### src/rtl/nrzi_unstuff_down.sv
// Receive front end: NRZI decode, bit unstuffing and SOP/EOP detection on the dp/dm line.
// Define SIE_DOWN_LINE_SYNC_EN to pass dp/dm through a 2-flop synchroniser before sampling.
module nrzi_unstuff_down #(
    parameter int ONES_LIMIT   = 6,
    parameter int EOP_SE0_BITS = 2
) (
    input  logic clk,
    input  logic rst_n,
    input  logic en,
    input  logic dp,
    input  logic dm,
    output logic serial_in,
    output logic is_stuffed,
    output logic in_transmission,
    output logic end_transmission,
    output logic rx_err
);

    localparam int CW = $clog2(ONES_LIMIT + 1);
    localparam logic [CW-1:0] ONES_MAX = CW'(ONES_LIMIT);
    localparam logic [2:0]    EOP_MIN  = 3'(EOP_SE0_BITS);

    typedef enum logic [1:0] {IDLE, ACTIVE, EOP, DRAIN} state_t;
    // Encoded as {dp, dm}
    typedef enum logic [1:0] {L_SE0 = 2'b00, L_K = 2'b01, L_J = 2'b10, L_SE1 = 2'b11} line_t;

    line_t line;

`ifdef SIE_DOWN_LINE_SYNC_EN
    logic [1:0][1:0] sync_q, sync_d;

    always_comb begin
        sync_d[0] = {dp, dm};
        sync_d[1] = sync_q[0];
    end

    always_ff @(posedge clk or negedge rst_n) begin
        if (!rst_n) begin
            sync_q <= {2'b10, 2'b10};
        end else begin
            sync_q <= sync_d;
        end
    end

    assign line = line_t'(sync_q[1]);
`else
    assign line = line_t'({dp, dm});
`endif

    state_t        state_q, state_d;
    line_t         prev_q, prev_d;
    logic [CW-1:0] ones_q, ones_d;
    logic [2:0]    se0_q, se0_d;
    logic          serial_q, serial_d;
    logic          stuffed_q, stuffed_d;
    logic          in_tx_q, in_tx_d;
    logic          end_q, end_d;
    logic          err_q, err_d;
    logic          bit_v;
    logic          abort;

    always_comb begin
        state_d   = state_q;
        prev_d    = prev_q;
        ones_d    = ones_q;
        se0_d     = se0_q;
        serial_d  = serial_q;
        stuffed_d = stuffed_q;
        in_tx_d   = in_tx_q;
        end_d     = 1'b0;
        err_d     = 1'b0;
        abort     = 1'b0;
        bit_v     = (line == prev_q);

        case (state_q)
            IDLE: begin
                if (line == L_K) begin
                    state_d   = ACTIVE;
                    in_tx_d   = 1'b1;
                    serial_d  = 1'b0;
                    stuffed_d = 1'b0;
                    ones_d    = '0;
                    prev_d    = L_K;
                end
            end
            ACTIVE: begin
                case (line)
                    L_J, L_K: begin
                        prev_d   = line;
                        serial_d = bit_v;
                        if (ones_q == ONES_MAX) begin
                            // Bit after a full run of ones must be a transition
                            stuffed_d = 1'b1;
                            ones_d    = '0;
                            abort     = bit_v;
                        end else begin
                            stuffed_d = 1'b0;
                            ones_d    = bit_v ? ones_q + 1'b1 : '0;
                        end
                    end
                    L_SE0: begin
                        state_d   = EOP;
                        se0_d     = 3'd1;
                        stuffed_d = 1'b0;
                    end
                    default: abort = 1'b1;
                endcase
            end
            EOP: begin
                case (line)
                    L_SE0: se0_d = (se0_q == 3'd7) ? 3'd7 : se0_q + 3'd1;
                    L_J: begin
                        if (se0_q >= EOP_MIN) begin
                            end_d   = 1'b1;
                            in_tx_d = 1'b0;
                            prev_d  = L_J;
                            state_d = IDLE;
                        end else begin
                            abort = 1'b1;
                        end
                    end
                    default: abort = 1'b1;
                endcase
            end
            DRAIN: begin
                // se0_q doubles as the "SE0 seen" flag while draining
                case (line)
                    L_SE0: se0_d = 3'd1;
                    L_J: begin
                        if (se0_q != 3'd0) begin
                            state_d = IDLE;
                            prev_d  = L_J;
                        end
                    end
                    default: se0_d = 3'd0;
                endcase
            end
            default: state_d = IDLE;
        endcase

        if (abort) begin
            state_d   = DRAIN;
            serial_d  = serial_q;
            stuffed_d = 1'b0;
            in_tx_d   = 1'b0;
            end_d     = 1'b1;
            err_d     = 1'b1;
            se0_d     = 3'd0;
        end
    end

    always_ff @(posedge clk or negedge rst_n) begin
        if (!rst_n) begin
            state_q   <= IDLE;
            prev_q    <= L_J;
            ones_q    <= '0;
            se0_q     <= '0;
            serial_q  <= 1'b1;
            stuffed_q <= 1'b0;
            in_tx_q   <= 1'b0;
            end_q     <= 1'b0;
            err_q     <= 1'b0;
        end else if (en) begin
            state_q   <= state_d;
            prev_q    <= prev_d;
            ones_q    <= ones_d;
            se0_q     <= se0_d;
            serial_q  <= serial_d;
            stuffed_q <= stuffed_d;
            in_tx_q   <= in_tx_d;
            end_q     <= end_d;
            err_q     <= err_d;
        end
    end

    assign serial_in        = serial_q;
    assign is_stuffed       = stuffed_q;
    assign in_transmission  = in_tx_q;
    assign end_transmission = end_q;
    assign rx_err           = err_q;

endmodule

### config.mk
export PLATFORM = sky130hd
export DESIGN_NAME = nrzi_unstuff_down
export DESIGN_NICKNAME = d
export VERILOG_FILES = /design/src/rtl/nrzi_unstuff_down.sv
export SDC_FILE = /design/constraint.sdc
export NUM_CORES = 1
export LEC_CHECK = 0
export ABC_AREA = 1
export BUFFER_PORTS_ARGS = -buffer_cell sky130_fd_sc_hd__buf_2
export CORE_ASPECT_RATIO = 1.75
export CORE_UTILIZATION = 36
export DETAILED_ROUTE_END_ITERATION = 7
export HOLD_SLACK_MARGIN = 0.03
export PLACE_DENSITY = 0.6
export SETUP_SLACK_MARGIN = 0.15
export SLEW_MARGIN = 20
export SYNTH_ARGS = -nofsm -noshare
export SYNTH_HDL_FRONTEND = slang
export SYNTH_SLANG_ARGS = --single-unit
### constraint.sdc
create_clock -name clk -period 2 [get_ports clk]
set_input_delay 0.3 -clock clk [delete_from_list [all_inputs] [get_ports clk]]
set_output_delay 0.3 -clock clk [all_outputs]
set_load 0.05 [all_outputs]
==> results.md <==
- H-tree levels: 1
- Area after DPL: roughly 1200 µm²
- Syn Std Cell Area: 1140 µm²
- WS Path Type: reg -> reg
- First-pass GRT wire length: 4.31 mm
- CP Launch Type: flop
- CP top delay family: simple AND/OR/NAND/NOR gates
- Initial antenna violation count: 0
- Die X: between 40 and 50 µm
- Synth cell types: 26
- Synthesized instance count: between 150 and 200
- Sequential-to-total area share from yosys stat: 33.1%
- Iteration-0 DRC Markers: 22
- Max Slew Vio Count: 0
- Area Growth Syn to Fin: 14.3%
- Starting Density: 38.5%
- CTS max path bufs: 2
- Final hold vios: 0
- PnR Total Power: roughly 1.8 mW
- Vias in the first global route: ~990
- Max-cap violations: 0
- Worst vdd ir: around 650 µV
- Antenna viol nets, final: 0
- WL/cell: about 11 µm
- Cts bufs inserted: 3
- Clock latency on the worst-skew pair: around 0.25 ns
- Final setup margin: 0.303 ns
- Placement Rows: 26
- Antenna Cells: 0
- GR Overflow Total: 0
- CTS tree: done
- Static Leak: 0.685 nW
- Crit path max fanout: 8
- Post-route minimum period: between 1.5 and 2 ns
- DRT Pass-1 Iters: 4
- Design Area, Final: 1300 µm²
- Yosys warning total: 0
- Net count after synthesis: 174
- Fin crit share: between 80% and 90%
- CP endpoint kind: flop
- Fmax: 0.589 GHz
- Pre-CTS setup slack: 0.134 ns
- Fin Setup TNS: 0 ns
- Vias: 1028
- Max incr delay on CP: 0.39 ns
- Vias per std cell: 4.83
- Core footprint: 2960 µm²
- Critical path arrival: about 1.9 ns
- Reg clk slew, reported paths: 0.06 ns
- Synth Register Bits: 15
- Hold WC Path Type: in -> reg
- Clock sink count: 15
- Fraction of layout cells with a size suffix above 1: 22.2%
- Die Span Y: 76.5 µm
- Status: completed
- Power Dens Cells: 1420 nW/µm²
- Clk root buf: clkbuf_8
- Slowest cell on the critical path: dfrtp_1
- Die area: 3410 µm²
- Total Routing Usage GR: 16.6%
- CP Buf/Inv Count: 2
- Worst Path Required: 2.19 ns
- Unrepaired setup endpoints after global routing: yes
- WL final: 2.43 mm
- Finished Core Util: 44.0%
- Port Buf Inserts: 9
- Final setup fails: 0
- Worst-Margin Slew: 0.349 ns
- Skew final: 0.00155 ns
- Largest net degree at the start of global routing: 16
- Nets: about 190
- Gpl congestion: 0.919
- CP cell instances: inv_1, ha_1, inv_1, nor2_1, nor2_1, nand2_1, nor2_4, a21oi_1, and3b_1
- I/O Pins: 10
- Post-DP HPWL: 1.91 mm
- Syn Area/Cell: 7.22 µm²
- Setup Buffers After CTS: 0
- Slew headroom: 76.8%
- DR DRC count: 0
## what timing repair did
action,4_1_cts,5_1_grt
endpoints found under the hold margin,13,0
setup endpoints to repair,0,8
hold buffers,1,0
resized for setup,0,7
## per-layer routing
metal	track usage [%]	share of wire (%)
met1	18.4	38
met2	28.7	55
met3	1.42	2.9
met4	10.3	4.1
met5	0	0
## layout make-up
class / instances / area (µm²)
timing repair buffer: 12 / 70.1
sequential: 15 / 378
inverter: 20 / 75.1
fill: 299 / 1660
tap: 42 / 52.6
multi-input combinational: 120 / 683
clock buffer: 4 / 45.0
## placed cells by master, fill, tap and decap left out, types with 3 or more instances in the layout
master    count
nand2_1      47
inv_2         3
o21ai_0       5
nor2_2        5
dfrtp_1      13
a21oi_1       7
nand4_1       4
inv_1        17
buf_2         9
nand3_1       6
nor2_1       16
clkbuf_8      3
o21ai_2       3
ha_1         10
nand2_2       4
## through the flow
step,instances,hold WS [ns]
2_1_floorplan,158,0.00441
3_3_place_gp,208,0.226
3_5_place_dp,208,0.233
4_1_cts,213,0.302
5_1_grt,213,0.335
6_report,213,0.307
## flip-flops by register name, indices dropped and copies added (netlist names)
| signal | count |
|---|---|
| serial_in | 1 |
| ones_q | 3 |
| se0_q | 3 |
| is_stuffed | 1 |
| state_q | 2 |
| in_transmission | 1 |
| rx_err | 1 |
| end_transmission | 1 |
| prev_q | 2 |
## cell families (layout without fill, tap and decap cells)
| kind of cell | after synthesis | in the layout | synth area share [%] |
|---|---|---|---|
| and+or+nand+nor | 91 | 91 | 36.7 |
| buffers and inverters | 23 | 36 | 9.21 |
| AOI/OAI and AO/OA | 17 | 17 | 8.11 |
| DFF | 15 | 15 | 33.1 |
| adders and majority gates | 11 | 11 | 12.1 |
| xor gates and xnor gates | 1 | 1 | 0.768 |
## path summary, 6_finish.rpt
path	start	to	slack [ns]	cells after the start
setup / recovery	state_q[0]	ones_q[2]	0.30	9
hold / removal	en	end_transmission	0.31	2
setup reg to reg	state_q[0]	ones_q[2]	0.30	9
hold reg to reg	serial_in	serial_in	0.46	2
max in group asynchronous	rst_n	serial_in	1.21	2
min in group asynchronous	rst_n	state_q[1]	0.49	2
## Yosys cell counts
library cell / instances / share of area [%]
o31ai_1: 1 / 0.66
nand3_1: 7 / 3.1
buf_4: 1 / 0.66
xnor2_1: 1 / 0.77
o21ai_0: 6 / 2.6
nor2_1: 16 / 5.3
and2_1: 1 / 0.55
nor2_2: 6 / 3.3
nand3_2: 1 / 0.88
and3b_1: 1 / 0.77
o21ai_2: 1 / 0.77
o21ai_1: 1 / 0.44
ha_1: 11 / 12
buf_6: 2 / 2.0
inv_1: 17 / 5.6
nor2_4: 1 / 0.99
dfrtp_1: 13 / 29
nor3_2: 1 / 0.88
inv_2: 3 / 0.99
nand2_2: 5 / 2.7
a31oi_1: 1 / 0.55
dfstp_2: 2 / 4.6
a21oi_1: 7 / 3.1
nand3b_1: 1 / 0.66
nand2_1: 47 / 15
nand4_1: 4 / 2.2
## report_power, final
part | internal, mW | switching (mW) | total, mW
combinational | 0.358 | 0.741 | 1.10
sequential | 0.418 | 0.0797 | 0.497
clock | 0.141 | 0.108 | 0.250
total | 0.917 | 0.929 | 1.85
(Power assumes the default switching activity.)
